<file path="src/rtl/wts_tone_pkg.sv">
// wts_tone_pkg: shared types and wave-length helper for the wave-table tone generator.
package wts_tone_pkg;
  typedef logic [1:0] wts_len_code_t;
  localparam int unsigned WTS_BASE_LEN = 32;
  function automatic int unsigned wts_last_addr(wts_len_code_t code, int unsigned addr_w);
    int unsigned len;
    int unsigned cap;
    len = WTS_BASE_LEN << code;
    cap = 32'd1 << addr_w;
    return (len < cap ? len : cap) - 1;
  endfunction
endpackage

</file>
<file path="src/rtl/wts_tone_channel.sv">
// wts_tone_channel: one tone channel with divider, wave address, one-shot halt and wrap pulse.
module wts_tone_channel
  import wts_tone_pkg::*;
#(
  parameter int FREQ_W = 12,
  parameter int ADDR_W = 7
) (
  input  logic              clk,
  input  logic              nreset,
  input  logic              active,
  input  logic              address_reset,
  input  logic [FREQ_W-1:0] frequency_count,
  input  wts_len_code_t     wave_length,
  input  logic              one_shot,
  output logic [ADDR_W-1:0] wave_address,
  output logic              wrap_pulse,
  output logic              done
);
  logic [FREQ_W-1:0] count;
  logic [ADDR_W-1:0] last;
  assign last = ADDR_W'(wts_last_addr(wave_length, ADDR_W));
  // an address beyond a shrunk length is treated as the last sample
  always_ff @(posedge clk or negedge nreset) begin
    if (!nreset) begin
      count <= '0;
      wave_address <= '0;
      wrap_pulse <= 1'b0;
      done <= 1'b0;
    end else begin
      wrap_pulse <= 1'b0;
      if (active) begin
        if (address_reset) begin
          count <= frequency_count;
          wave_address <= '0;
          done <= 1'b0;
        end else if (!done) begin
          if (count != '0) count <= count - 1'b1;
          else begin
            count <= frequency_count;
            if (wave_address < last) wave_address <= wave_address + 1'b1;
            else begin
              wrap_pulse <= 1'b1;
              if (one_shot) done <= 1'b1;
              else wave_address <= '0;
            end
          end
        end
      end
    end
  end
endmodule

</file>
<file path="src/rtl/wts_multi_tone_generator.sv">
// wts_multi_tone_generator: CH_NUM independent wave-table tone channels on flattened register buses.
module wts_multi_tone_generator
  import wts_tone_pkg::*;
#(
  parameter int CH_NUM = 5,
  parameter int FREQ_W = 12,
  parameter int ADDR_W = 7
) (
  input  logic                     nreset,
  input  logic                     clk,
  input  logic                     active,
  input  logic [CH_NUM-1:0]        address_reset,
  input  logic [CH_NUM*FREQ_W-1:0] reg_frequency_count,
  input  logic [CH_NUM*2-1:0]      reg_wave_length,
  input  logic [CH_NUM-1:0]        reg_one_shot,
  output logic [CH_NUM*ADDR_W-1:0] wave_address,
  output logic [CH_NUM-1:0]        wrap_pulse,
  output logic [CH_NUM-1:0]        done
);
  genvar i;
  for (i = 0; i < CH_NUM; i++) begin : g_ch
    wts_tone_channel #(.FREQ_W(FREQ_W), .ADDR_W(ADDR_W)) u_ch (
      .clk            (clk),
      .nreset         (nreset),
      .active         (active),
      .address_reset  (address_reset[i]),
      .frequency_count(reg_frequency_count[i*FREQ_W +: FREQ_W]),
      .wave_length    (wts_len_code_t'(reg_wave_length[i*2 +: 2])),
      .one_shot       (reg_one_shot[i]),
      .wave_address   (wave_address[i*ADDR_W +: ADDR_W]),
      .wrap_pulse     (wrap_pulse[i]),
      .done           (done[i])
    );
  end
endmodule

</file>
<file path="config.mk">
export PLATFORM = sky130hd
export DESIGN_NAME = wts_multi_tone_generator
export DESIGN_NICKNAME = d
export VERILOG_FILES = /design/src/rtl/wts_tone_pkg.sv /design/src/rtl/wts_tone_channel.sv /design/src/rtl/wts_multi_tone_generator.sv
export SDC_FILE = /design/constraint.sdc
export NUM_CORES = 1
export LEC_CHECK = 0
export ABC_AREA = 0
export CORE_UTILIZATION = 57
export DETAILED_ROUTE_END_ITERATION = 7
export MAX_ROUTING_LAYER = met4
export PLACE_DENSITY = 0.82
export SYNTH_ARGS = -nofsm -noshare
export SYNTH_HDL_FRONTEND = slang
export SYNTH_HIERARCHICAL = 1
export SYNTH_SLANG_ARGS = --single-unit
</file>
<file path="constraint.sdc">
create_clock -name clk -period 4.2 [get_ports clk]
set_clock_uncertainty 0.1 [all_clocks]
set_input_delay 0.84 -clock clk [delete_from_list [all_inputs] [get_ports clk]]
set_output_delay 0.84 -clock clk [all_outputs]
set_load 0.1 [all_outputs]
</file>
# Word-level counts from Yosys, hierarchy flattened
# Cells that the tools add are included.
[classes] n_reduce_logical=15 shifts=5 addsub=15 muxes=95 n_eq_ne=15 magnitude_cmp=10
[op_table] op="7-bit two-way mux" count=30
[op_table] op="12-bit two-way mux" count=15
[op_table] op="32-bit by 8-bit < comparator with 1-bit output (second input constant)" count=5
[op_table] op="6-bit by 2-bit << shifter with 32-bit output (first input constant)" count=5
[op_table] op="12-bit nonzero test" count=5
[op_table] op="12-bit by 1-bit subtractor with 12-bit output (second input constant)" count=5
[op_table] op="1-bit two-way mux" count=50
[op_table] op="7-bit by 1-bit adder with 7-bit output (second input constant)" count=5
[op_table] op="7-bit < comparator" count=5
[op_table] op="7-bit by 1-bit subtractor with 7-bit output (second input constant)" count=5
[op_table] op="2-bit inequality test (second input constant)" count=10
[op_table] op="4-bit AND reduction" count=5
[op_table] op="3-bit by 2-bit inequality test with 1-bit output (second input constant)" count=5
[op_table] op="2-bit AND reduction" count=5
[word_totals] regBits=105 elab_cells=175

# Depth between registers and ports, before layout
# Gate-level depths: netlist (run 1).
[logic_depth] depth_word=10 mapped_depth=8 depth_no_buf=7

# By module
# Netlist (run 1), hierarchy kept.
[by_module_without_submodules] mod="wts_tone_channel (g_ch[0].u_ch ...)" instances=4 cells_each=160 area_per_inst_um2=1336.3
[by_module_without_submodules] mod="wts_tone_channel (g_ch[4].u_ch)" instances=1 cells_each=160 area_per_inst_um2=1347.5

# Worst setup path after synthesis (run 1)
# OpenSTA, ideal clock, no wires.
[synth_path] kind="reg-to-reg" startpoint="reg g_ch[0].u_ch.wave_address[6]" endpoint="reg g_ch[0].u_ch.wave_address[3]" setup_ns=0.119 required_time_ns=3.981 slack_ns=1.586 n_path_buf=0 arrival_time_ns=2.395 stages_incl_launch_ff=7 cell_sequence="dfrtp_1 ha_1 a21oi_1 o31ai_1 a2111o_1 a31oi_1 a21bo_1"
[synth_between] elab_chain_cells=5
[synth_rtl] element="from (decl)" line="wts_tone_channel.sv:15" source="output logic [ADDR_W-1:0] wave_address,"
[synth_rtl] element="from (signal assigned)" line="wts_tone_channel.sv:40" source="if (wave_address < last) wave_address <= wave_address + 1'b1;"
[synth_rtl] element="7-bit < comparator (*)" line="wts_tone_channel.sv:40"
[synth_rtl] element="7-bit two-way mux" line="wts_tone_channel.sv:40"
[synth_rtl] element="7-bit two-way mux" line="wts_tone_channel.sv:37" source="if (count != '0) count <= count - 1'b1;"
[synth_rtl] element="7-bit two-way mux" line="wts_tone_channel.sv:36" source="end else if (!done) begin"
[synth_rtl] element="7-bit two-way mux" line="wts_tone_channel.sv:32" source="if (address_reset) begin"
# Mark *: on every way between the ends. The rest lies on a longest branch, timed or not. The select of a mux whose other input is x is not followed.
# A chain may end at the register's enable or synchronous reset.

# Worst setup path after layout (run 1)
[layout_path] startpoint="reg g_ch[3].u_ch.wave_address[0]" endpoint="out wave_address[21]"
[layout_lines] element="from (decl)" line="wts_tone_channel.sv:15"
[layout_lines] element="from (signal assigned)" line="wts_tone_channel.sv:40"
[layout_lines] element="to (decl)" line="wts_multi_tone_generator.sv:16" source="output logic [CH_NUM*ADDR_W-1:0] wave_address,"
# No word-level cell between the ends.

==> results of run 1 <==
==> synth_stat cells <==
| cell type | count |
|---|---|
| a22oi_1 | 5 |
| a31o_2 | 10 |
| nor3b_1 | 5 |
| o32ai_1 | 5 |
| and3_1 | 20 |
| clkbuf_1 | 19 |
| o21ai_0 | 90 |
| a211oi_1 | 10 |
| o31ai_1 | 5 |
| buf_2 | 6 |
| nor2b_1 | 5 |
| nor3_2 | 1 |
| nor4_1 | 15 |
| a2111o_1 | 5 |
| nand2b_1 | 10 |
| ha_1 | 25 |
| or4_1 | 5 |
| nor2_1 | 75 |
| nand2_1 | 65 |
| o22ai_1 | 15 |
| nand3_1 | 39 |
| nand4_1 | 10 |
| nor4_4 | 5 |
| o21a_1 | 15 |
| nand3_2 | 1 |
| nor4b_2 | 5 |
| a21oi_1 | 85 |
| clkbuf_8 | 5 |
| a21bo_1 | 5 |
| dfrtp_1 | 105 |
| a31o_1 | 5 |
| nor3_1 | 19 |
| a31oi_1 | 30 |
| a21boi_0 | 5 |
| nor4b_1 | 10 |
| o31a_1 | 10 |
| or3_1 | 5 |
| inv_1 | 45 |
==> registers in the layout (all words and copies together) (netlist names) <==
signal                  cells
g_ch.u_ch/wave_address     35
g_ch.u_ch/count            60
g_ch.u_ch/wrap_pulse        5
g_ch.u_ch/done              5
==> metrics by stage <==
step,worst slack (ps),cells,hold slack (ps)
after CTS,1250,1064,434
after floorplan,1590,800,370
after global placement,1130,1048,395
final,1260,1064,433
after global routing,1200,1064,471
after detailed placement,1050,1048,424
==> layout make-up <==
type,instances,share of cell area
Clock inverter,5,0.00960
Clock buffer,11,0.0279
Sequential cell,105,0.315
Inverter,45,0.0202
Tap cell,143,0.0214
Multi-Input combinational cell,620,0.447
Timing Repair Buffer,135,0.159
==> path summary, 6_finish.rpt <==
kind | startpoint | end | slack (ps) | depth (start not counted)
min | g_ch[1].u_ch/wave_address[6] | g_ch[1].u_ch/wave_address[6] | 430 | 1
min in group asynchronous | nreset | g_ch[2].u_ch/count[6] | 490 | 1
min reg2reg | g_ch[1].u_ch/wave_address[6] | g_ch[1].u_ch/wave_address[6] | 430 | 1
max in group asynchronous | nreset | g_ch[1].u_ch/wave_address[3] | 2650 | 2
max | g_ch[3].u_ch/wave_address[0] | wave_address[21] | 1260 | 1
max reg2reg | g_ch[3].u_ch/count[0] | g_ch[3].u_ch/count[10] | 1790 | 7
==> cells by family (layout without fill, tap and decap cells) <==
group / Yosys count / in the layout / synth area share
AND/OR/NAND/NOR: 295 / 295 / 0.237
buffers and inverters: 75 / 196 / 0.0507
AO/OA/AOI/OAI: 300 / 300 / 0.273
flip-flops: 105 / 105 / 0.393
adder cells (fa/ha/maj): 25 / 25 / 0.0467
==> routing by layer <==
layer,share of wire,global-route usage,wire [um],up-vias
met5,0,-,0,-
met4,0.020,0.101,348,0
met3,0.065,0.0676,1140,41
met2,0.49,0.500,8580,264
met1,0.42,0.383,7370,3174
li1,-,-,-,3218
==> where the power goes <==
part | internal [uW] | leakage [uW] | switching (uW)
Combinational | 251 | 0.00186 | 409
Sequential | 1110 | 0.00133 | 148
Clock | 522 | 0.000146 | 374
==> out/qor.json, run 1 <==
{
  "setup.worst_path.class": "flip-flop to output pin",
  "layout_cells_sized_above_1": 0.0489,
  "gpl.final_weighted_congestion": 0.899,
  "vias": 6697,
  "crit_path_start_kind": "flip-flop",
  "portBuffers": 127,
  "crit_chain": "clkdlybuf4s50_1",
  "half_perimeter_wire_length_of_the_detailed_placement_result_um": 12500,
  "ant_nets": 0,
  "cts-hold-fix-buffers": 0,
  "finalSetupTns_ps": 0,
  "critical_path.max_stage_delay_ps": 1180,
  "die_w_um": 110,
  "cts_buffer_depth": 2,
  "area.growth.synth_to_final_pct": 24.7,
  "synth_fp_nets": 908,
  "first_global_vias": 6200,
  "timing.final.crit_share": 0.700,
  "unrepaired_setup_endpoints_after_global_routing": "no",
  "ios": 128,
  "fmax_achieved_mhz": 340,
  "clock_sinks": 105,
  "finalSetupViolations": 0,
  "area_of_the_multi_input_gates_mm2": 0.00373,
  "postSynthRegisterBits": 105,
  "cell_family_contributing_the_most_delay_on_the_critical_path": "buffers and inverters",
  "detailed_place.area_mm2": 0.00803,
  "final_area_mm2": 0.00834,
  "insertedDiodeCount": 0,
  "worst-endpoint-arrival_ps": 2000,
  "fin_crit_ps": 2940,
  "gr-usage-all-layers": 0.308,
  "worst-slew-pin-transition_ps": 1010,
  "grt_overflow_total": 0,
  "grt_first_pass_wirelength_um": 28500,
  "top_area_cell_type_share_of_the_netlist_area": 0.393,
  "grt_antenna_before_repair": 0,
  "synth_area_per_cell_um2": 8.37,
  "timing.max_slew.rel_slack": 0.328,
  "post_synth_instance_area_mm2": 0.00669,
  "detailed_routing_iterations_pass_1": 5,
  "fp.dieArea_mm2": 0.0122,
  "cts.reportedPaths.clkPinSlew_ps": 70,
  "final.fill_count": 872,
  "cts_tree": "yes",
  "most-common-layout-cells": "clkdlybuf4s50_1 (126), dfrtp_1 (105), o21ai_0 (90), a21oi_1 (85), nor2_1 (75)",
  "outcome": "finished, final reports clean",
  "critical_path_required_ps": 3260,
  "routed_length_per_placed_instance_um": 16.4,
  "die_h_um": 110,
  "regArea_mm2": 0.00263,
  "first_iter_violations": 541,
  "ys_top_cells_by_area": "dfrtp_1 (39%), o21ai_0 (6.7%), a21oi_1 (6.4%)",
  "layout.nets": 1024,
  "cellPowerDensity_mw_per_mm2": 338,
  "critical_path.n_buffers_inverters": 1,
  "post-synth-top-area-cell": "dfrtp_1",
  "drc": 0,
  "core-area_mm2": 0.0114,
  "ir_drop_uv": 311,
  "synthesis.instances": 800,
  "aggregate_routed_wire_length_um": 17400,
  "maxSlewViolCount": 0,
  "fin_total_pwr_uw": 2820,
  "num_rows": 39,
  "post_cts_buffers": 0,
  "cts_root_buffer": "clkbuf_16",
  "insertion_delay_ps": 360,
  "cellLeakagePower_uw": 0.00334,
  "floorplan.initialDensity": 0.586,
  "post_cts.resized_instances": 0,
  "ys.warnings.count": 6,
  "critical_path.max_fanout": 6,
  "hold_path.class": "flip-flop to flip-flop",
  "largest_net_degree_at_the_start_of_global_routing": 64,
  "layout.cells.most_common": "clkdlybuf4s50_1",
  "vias_per_cell": 6.29,
  "timing.max_cap.violations": 0,
  "worst_setup_path_end_kind": "output pin",
  "htree_levels": 3,
  "final_util": 0.731,
  "final_hold_viol_count": 0,
  "synth.yosys.seq_area_share": 0.393,
  "synth.lib_cells_used.distinct": 38,
  "tritoncts.num_buffers": 9,
  "worst_path_max_delay_cell": "clkdlybuf4s50_1"
}
No activity file was read; power rests on OpenSTA's default activity.
==> run 2, diff against run 1 <==
CORE_UTILIZATION = 53   (was 57)
PLACE_DENSITY = 0.77   (was 0.82)
clock period = 3.05 ns   (was 4.2 ns; I/O delays follow)
==> run 2 against run 1 <==
Net effect:
- setup slack worse by 700 ps
- routed wire length down 1.8%
- via count down 1.6%
- die area up 7.4%
- sequential power up 38%
- critical path depth up 7
- largest cell class unchanged
==> out/qor.json, run 2 (synthesized netlist as in run 1, its figures left out) <==
{
  "worst-slew-pin-transition": {"value": 802, "unit": "ps", "change": "-203 ps"},
  "drc": {"value": 0, "change": "unchanged"},
  "timing.max_cap.violations": {"value": 0, "change": "unchanged"},
  "crit_top_cell": "nand2_1",
  "fp.dieArea": {"value": 0.0131, "unit": "mm^2", "change": "+7.4%"},
  "crit_path_start_kind": "primary input",
  "final_hold_viol_count": {"value": 0, "change": "unchanged"},
  "sequentialPowerShare": {"value": 0.435, "change": "-0.013"},
  "final_util": {"value": 0.689, "change": "-0.0421"},
  "maxSlewViolCount": {"value": 0, "change": "unchanged"},
  "largestRegisters": "g_ch.u_ch/count x60, g_ch.u_ch/wave_address x35",
  "layout.nets": {"value": 1033, "change": "+0.88%"},
  "comb_power_share": {"value": 0.230, "change": "-0.004"},
  "num_rows": {"value": 40, "change": "+2.6%"},
  "p_clk_frac": {"value": 0.335, "change": "+0.017"},
  "fin_crit_ps": 2490,
  "largest_net_degree_at_the_start_of_global_routing": {"value": 62, "change": "-3.1%"},
  "gpl.final_weighted_congestion": {"value": 0.930, "change": "+3.4%"},
  "final_area": {"value": 0.00837, "unit": "mm^2", "change": "+0.37%"},
  "crit_chain": "clkdlybuf4s50_1, inv_1, ha_1, nand2_1, o31ai_1, a2111o_1, nand2_1, a31o_1",
  "unrepaired_setup_endpoints_after_global_routing": "no",
  "portBuffers": {"value": 127, "change": "unchanged"},
  "cts.reportedPaths.clkPinSlew": {"value": 70, "unit": "ps", "change": "about the same"},
  "finalSetupViolations": {"value": 0, "change": "unchanged"},
  "layout_cells_sized_above_1": {"value": 0.108, "change": "+0.0587"},
  "first_global_vias": {"value": 6120, "change": "-1.3%"},
  "die_w": {"value": 114, "unit": "um", "change": "+3.6%"},
  "cts-hold-fix-buffers": {"value": 0, "change": "unchanged"},
  "non_filler_instance_count_after_layout": {"value": 1098, "change": "+3.2%"},
  "core-area": {"value": 0.0122, "unit": "mm^2", "change": "+6.5%"},
  "detailed_routing_iterations_pass_1": {"value": 5, "change": "unchanged"},
  "routed_length_per_placed_instance": {"value": 15.6, "unit": "um", "change": "-4.9%"},
  "aggregate_routed_wire_length": {"value": 17100, "unit": "um", "change": "-1.8%"},
  "registers.top_by_ff_count": "g_ch.u_ch/count",
  "switching_power": {"value": 1280, "unit": "uW", "change": "+38%"},
  "vias": {"value": 6592, "change": "-1.6%"},
  "timing.final.crit_share": 0.818,
  "finalSetupTns": {"value": 0, "unit": "ps", "change": "unchanged"},
  "layout.cells.most_common": "dfrtp_1",
  "cell_internal_pwr": {"value": 2710, "unit": "uW", "change": "+43%"},
  "floorplan.initialDensity": {"value": 0.550, "change": "-0.0358"},
  "critical_path.max_fanout": {"value": 6, "change": "unchanged"},
  "detailed_place.area": {"value": 0.00803, "unit": "mm^2", "change": "about the same"},
  "critical_path_required": {"value": 3200, "unit": "ps", "change": "-60 ps"},
  "cell_family_contributing_the_most_delay_on_the_critical_path": "compound AO/OA/AOI/OAI gates",
  "cellPowerDensity": {"value": 477, "unit": "mW/mm^2", "change": "+41%"},
  "post_cts_buffers": {"value": 0, "change": "unchanged"},
  "setup.worst_path.class": "primary input to flip-flop",
  "cts_tree": "yes",
  "place_inst": {"value": 1082, "change": "+3.2%"},
  "half_perimeter_wire_length_of_the_detailed_placement_result": {"value": 12400, "unit": "um", "change": "-0.37%"},
  "die_h": {"value": 114, "unit": "um", "change": "+3.6%"},
  "timing.max_slew.rel_slack": {"value": 0.465, "change": "+0.137"},
  "critical_path.n_buffers_inverters": {"value": 2, "change": "+1"},
  "insertedDiodeCount": {"value": 0, "change": "unchanged"},
  "ir_drop": {"value": 292, "unit": "uV", "change": "-6.0%"},
  "tritoncts.num_buffers": {"value": 9, "change": "unchanged"},
  "grt_first_pass_wirelength": {"value": 28400, "unit": "um", "change": "-0.41%"},
  "fmax_achieved_mhz": 401,
  "grt_antenna_before_repair": {"value": 0, "change": "unchanged"},
  "worst_setup_path_end_kind": "flip-flop",
  "ant_nets": {"value": 0, "change": "unchanged"},
  "ios": {"value": 128, "change": "unchanged"},
  "hold_path.class": "primary input to asynchronous set/reset pin",
  "clock_sinks": {"value": 105, "change": "unchanged"},
  "insertion_delay": {"value": 350, "unit": "ps", "change": "about the same"},
  "cts_root_buffer": "clkbuf_16",
  "outcome": "finished, final reports clean",
  "worst-endpoint-arrival": {"value": 2640, "unit": "ps", "change": "+640 ps"},
  "post_cts.resized_instances": {"value": 0, "change": "unchanged"},
  "cts_buffer_depth": {"value": 2, "change": "unchanged"},
  "gr-usage-all-layers": {"value": 0.278, "change": "-0.0299"},
  "area.growth.synth_to_final_pct": 25.1,
  "switching_share_of_power": {"value": 0.321, "change": "-0.00893"},
  "worst_path_max_delay_cell": "clkdlybuf4s50_1",
  "largest_register_ffs": {"value": 60, "change": "unchanged"},
  "first_iter_violations": {"value": 596, "change": "+10%"},
  "htree_levels": {"value": 3, "change": "unchanged"},
  "grt_overflow_total": {"value": 0, "change": "unchanged"},
  "cellLeakagePower": {"value": 0.00349, "unit": "uW", "change": "+4.7%"},
  "most-common-layout-cells": "dfrtp_1 (105), o21ai_0 (90), a21oi_1 (85), clkdlybuf4s50_1 (81), nor2_1 (75)",
  "vias_per_cell": {"value": 6.00, "change": "-4.6%"},
  "critical_path.max_stage_delay": {"value": 470, "unit": "ps", "change": "-710 ps"}
}
==> run 2: cell count changes in the layout (fill, tap and decap cells not counted), sizes merged <==
cell | before | now
buf | 9 | 63
bufinv | 2 | 3
clkdlybuf4s50 | 126 | 81
clkinvlp | 2 | 1
==> run 2: layout make-up <==
| type | count | area, um^2 |
|---|---|---|
| clock inverters | 5 | 103 |
| well taps | 168 | 210 |
| clock buffers | 11 | 243 |
| inverters | 45 | 169 |
| fillers | 1028 | 3790 |
| repair buffers | 144 | 1300 |
| multi-input cells | 620 | 3730 |
| flip-flops and latches | 105 | 2630 |
==> run 2: worst reg2reg max path: cells and delay by family (launching register included) <==
family	cells	cell delay [ps]
flip-flops	1	420
AND/OR/NAND/NOR	2	510
adder cells (fa/ha/maj)	1	170
AO/OA/AOI/OAI	3	940
buffers and inverters	1	120
==> run 2: layer usage <==
metal / part of all wire / track usage / wire [um] / vias up
met5: 0 / - / 0 / -
met2: 0.48 / 0.453 / 8160 / 216
li1: - / - / - / 3233
met3: 0.063 / 0.0704 / 1070 / 15
met4: 0.011 / 0.0597 / 185 / 0
met1: 0.45 / 0.350 / 7700 / 3128
==> run 2: final timing paths <==
kind	cells past startpoint	to	start	slack, ps
max in group asynchronous	2	g_ch[3].u_ch/wave_address[4]	nreset	1930
worst max register to register	7	g_ch[3].u_ch/wave_address[3]	g_ch[3].u_ch/count[0]	680
min in group clk	2	g_ch[0].u_ch/count[10]	g_ch[0].u_ch/count[10]	420
worst min-delay path	1	g_ch[2].u_ch/count[11]	nreset	240
worst max-delay path	8	g_ch[4].u_ch/wave_address[1]	reg_wave_length[9]	560
worst min register to register	2	g_ch[0].u_ch/count[10]	g_ch[0].u_ch/count[10]	420
==> run 2: per-stage QoR <==
stage | hold slack (ps) | worst slack (ps) | total power, uW
after global placement | 389 | 269 | 2630
after floorplan | 214 | 436 | 2330
after CTS | 266 | 590 | 4030
after global routing | 286 | 386 | 4200
final | 236 | 556 | 3990
after detailed placement | 402 | 207 | 2670
==> run 2: power groups by stage <==
stage,Sequential [uW],Combinational (uW),Clock (uW)
after global routing,1760,1010,1430
after detailed placement,1760,914,0
after CTS,1730,916,1380
after global placement,1740,881,0
final,1740,917,1340
after floorplan,1900,427,0
==> run 3, diff against run 2 <==
clock period = 2.5 ns   (was 3.05 ns; I/O delays follow)
==> run 3 against run 2 <==
Net effect:
- first-iteration DRC count decreased by 8.2%
- non-clock buffer count increased by 30
- cell count increased by 2.7%
- flip-flop and latch count unchanged
- register-to-register slack got worse by 500 ps
- combinational power increased by 26%
- utilization increased by 1.7 points
- hold slack improved by 160 ps
- power increased by 17%
- count of clock-buffer cells in the layout decreased by 1
- critical endpoint is now g_ch[1].u_ch/wave_address[3]
- largest power group unchanged
==> out/qor.json, run 3 (synthesized netlist as in run 1, its figures left out) <==
{
  "cts.reportedPaths.clkPinSlew": {"value": 70, "unit": "ps", "change": "about the same"},
  "cts_root_buffer": "clkbuf_16",
  "timing.max_slew.rel_slack": {"value": 0.529, "change": "+0.0636"},
  "timing.final.crit_share": 0.945,
  "first_iter_violations": {"value": 547, "change": "-8.2%"},
  "worst-slew-pin-transition": {"value": 701, "unit": "ps", "change": "-102 ps"},
  "clock_sinks": {"value": 105, "change": "unchanged"},
  "ff2ff_path_depth": {"value": 7, "change": "unchanged"},
  "detailed_routing_iterations_pass_1": {"value": 5, "change": "unchanged"},
  "half_perimeter_wire_length_of_the_detailed_placement_result": {"value": 12600, "unit": "um", "change": "+1.0%"},
  "cellPowerDensity": {"value": 543, "unit": "mW/mm^2", "change": "+14%"},
  "outcome": "finished, final reports clean",
  "ir_drop": {"value": 334, "unit": "uV", "change": "+14%"},
  "worst_setup_path_end_kind": "flip-flop",
  "setup.worst_path.class": "primary input to flip-flop",
  "worstReg2RegEnd": "g_ch[0].u_ch/wave_address[3]",
  "num_rows": {"value": 40, "change": "unchanged"},
  "final_hold_viol_count": {"value": 0, "change": "unchanged"},
  "area.growth.synth_to_final_pct": 28.2,
  "floorplan.initialDensity": {"value": 0.550, "change": "unchanged"},
  "cts_tree": "yes",
  "detailed_place.area": {"value": 0.00827, "unit": "mm^2", "change": "+3.0%"},
  "critical_path.max_stage_delay": {"value": 500, "unit": "ps", "change": "+30 ps"},
  "worst-endpoint-arrival": {"value": 2500, "unit": "ps", "change": "-140 ps"},
  "gpl.final_weighted_congestion": {"value": 0.928, "change": "-0.15%"},
  "grt_first_pass_wirelength": {"value": 28000, "unit": "um", "change": "-1.6%"},
  "final_area": {"value": 0.00858, "unit": "mm^2", "change": "+2.5%"},
  "r2r_slack": {"value": 180, "unit": "ps", "change": "-500 ps"},
  "largest_net_degree_at_the_start_of_global_routing": {"value": 53, "change": "-15%"},
  "critical_path.n_buffers_inverters": {"value": 2, "change": "unchanged"},
  "ios": {"value": 128, "change": "unchanged"},
  "non_filler_instance_count_after_layout": {"value": 1128, "change": "+2.7%"},
  "cellLeakagePower": {"value": 0.00361, "unit": "uW", "change": "+3.4%"},
  "aggregate_routed_wire_length": {"value": 17000, "unit": "um", "change": "-0.52%"},
  "registers.top_by_ff_count": "g_ch.u_ch/count",
  "gr-usage-all-layers": {"value": 0.272, "change": "-0.00629"},
  "holdPathStages": 1,
  "cts_buffer_depth": {"value": 2, "change": "unchanged"},
  "timing.max_cap.violations": {"value": 0, "change": "unchanged"},
  "hold-path-endpoint": "g_ch[2].u_ch/wave_address[6]",
  "ant_nets": {"value": 0, "change": "unchanged"},
  "insertion_delay": {"value": 350, "unit": "ps", "change": "about the same"},
  "most-common-layout-cells": "dfrtp_1 (95), o21ai_0 (90), buf_4 (90), a21oi_1 (85), clkdlybuf4s50_1 (81)",
  "vias_per_cell": {"value": 5.99, "change": "-0.16%"},
  "grt_overflow_total": {"value": 0, "change": "unchanged"},
  "fmax_achieved_mhz": 423,
  "largestRegisters": "g_ch.u_ch/count x60, g_ch.u_ch/wave_address x35",
  "hold_path.class": "flip-flop to flip-flop",
  "vias": {"value": 6761, "change": "+2.6%"},
  "die_h": {"value": 114, "unit": "um", "change": "unchanged"},
  "fin_crit_ps": 2360,
  "insertedDiodeCount": {"value": 0, "change": "unchanged"},
  "layout_cells_sized_above_1": {"value": 0.146, "change": "+0.0383"},
  "htree_levels": {"value": 3, "change": "unchanged"},
  "unrepaired_setup_endpoints_after_global_routing": "no",
  "die_w": {"value": 114, "unit": "um", "change": "unchanged"},
  "layout.nets": {"value": 1063, "change": "+2.9%"},
  "crit_path_start_kind": "primary input",
  "maxSlewViolCount": {"value": 0, "change": "unchanged"},
  "finalSetupViolations": {"value": 0, "change": "unchanged"},
  "routed_length_per_placed_instance": {"value": 15.1, "unit": "um", "change": "-3.2%"},
  "fp.dieArea": {"value": 0.0131, "unit": "mm^2", "change": "unchanged"},
  "critical_path_required": {"value": 2640, "unit": "ps", "change": "-560 ps"},
  "crit_chain": "clkdlybuf4s50_1, inv_1, ha_1, a21oi_1, o31ai_1, a2111o_1, a31oi_1, a21bo_1",
  "largest_register_ffs": {"value": 60, "change": "unchanged"},
  "place_inst": {"value": 1111, "change": "+2.7%"},
  "portBuffers": {"value": 127, "change": "unchanged"},
  "layout.cells.most_common": "dfrtp_1",
  "worst_flop_to_flop_path_startpoint": "g_ch[0].u_ch/count[0]",
  "cell_family_contributing_the_most_delay_on_the_critical_path": "compound AO/OA/AOI/OAI gates",
  "critical_path.max_fanout": {"value": 6, "change": "unchanged"},
  "first_global_vias": {"value": 6139, "change": "+0.31%"},
  "grt_antenna_before_repair": {"value": 0, "change": "unchanged"},
  "timing.hold.worst.start": "g_ch[2].u_ch/wave_address[6]",
  "tritoncts.num_buffers": {"value": 9, "change": "unchanged"},
  "worst_path_max_delay_cell": "a2111o_1",
  "drc": {"value": 0, "change": "unchanged"},
  "core-area": {"value": 0.0122, "unit": "mm^2", "change": "unchanged"}
}
## run 3: worst max path at each step
stage	to	cells past startpoint	slack (ps)	startpoint
after detailed placement	g_ch[1].u_ch/wave_address[3]	8	-210	reg_wave_length[3]
after global placement	g_ch[1].u_ch/wave_address[3]	8	-160	reg_wave_length[3]
after floorplan	g_ch[0].u_ch/wave_address[1]	5	50	g_ch[0].u_ch/wave_address[0]
after CTS	g_ch[1].u_ch/wave_address[3]	7	170	g_ch[1].u_ch/count[0]
after global routing	g_ch[3].u_ch/wave_address[3]	7	20	g_ch[3].u_ch/count[0]
final	g_ch[1].u_ch/wave_address[3]	8	140	reg_wave_length[3]
## run 3: timing repair
action / CTS / global route
resized for setup: 0 / 1
endpoints found under the hold margin: 29 / 0
endpoints found under the setup margin: 0 / 1
buffers inserted: 0 / 0
hold buffers: 1 / 0
## run 3: cell type report
type | instances | area, um^2
multi-input cells | 620 | 3730
fillers | 985 | 3580
well taps | 168 | 210
flip-flops and latches | 105 | 2640
repair buffers | 174 | 1540
inverters | 45 | 169
clock inverters | 6 | 51.3
clock buffers | 10 | 239
## run 3: stage by stage
stage | hold slack, ps | total power [uW] | utilization | setup slack (ps) | setup TNS, ps
after global routing | 417 | 4900 | 0.706 | 18.3 | 0
final | 401 | 4660 | 0.706 | 138 | 0
after global placement | 361 | 3250 | 0.680 | -160 | -2560
after CTS | 400 | 4690 | 0.705 | 168 | 0
after floorplan | 104 | 2840 | - | 54.1 | 0
after detailed placement | 359 | 3290 | 0.680 | -207 | -3760
## run 3: report_power, final
part | total [uW] | internal (uW) | leakage (uW) | switching, uW
logic | 1160 | 461 | 0.00216 | 694
registers | 2120 | 1870 | 0.00131 | 247
clock network | 1380 | 716 | 0.000140 | 666
total | 4660 | 3050 | 0.00361 | 1610
## run 3: per-layer routing
layer  GRT usage  vias up  part of all wire
li1            -     3294                 -
met1       0.352     3233              0.45
met2       0.442      216              0.48
met3      0.0381       18             0.053
met4      0.0848        0             0.014
met5           -        -                 0
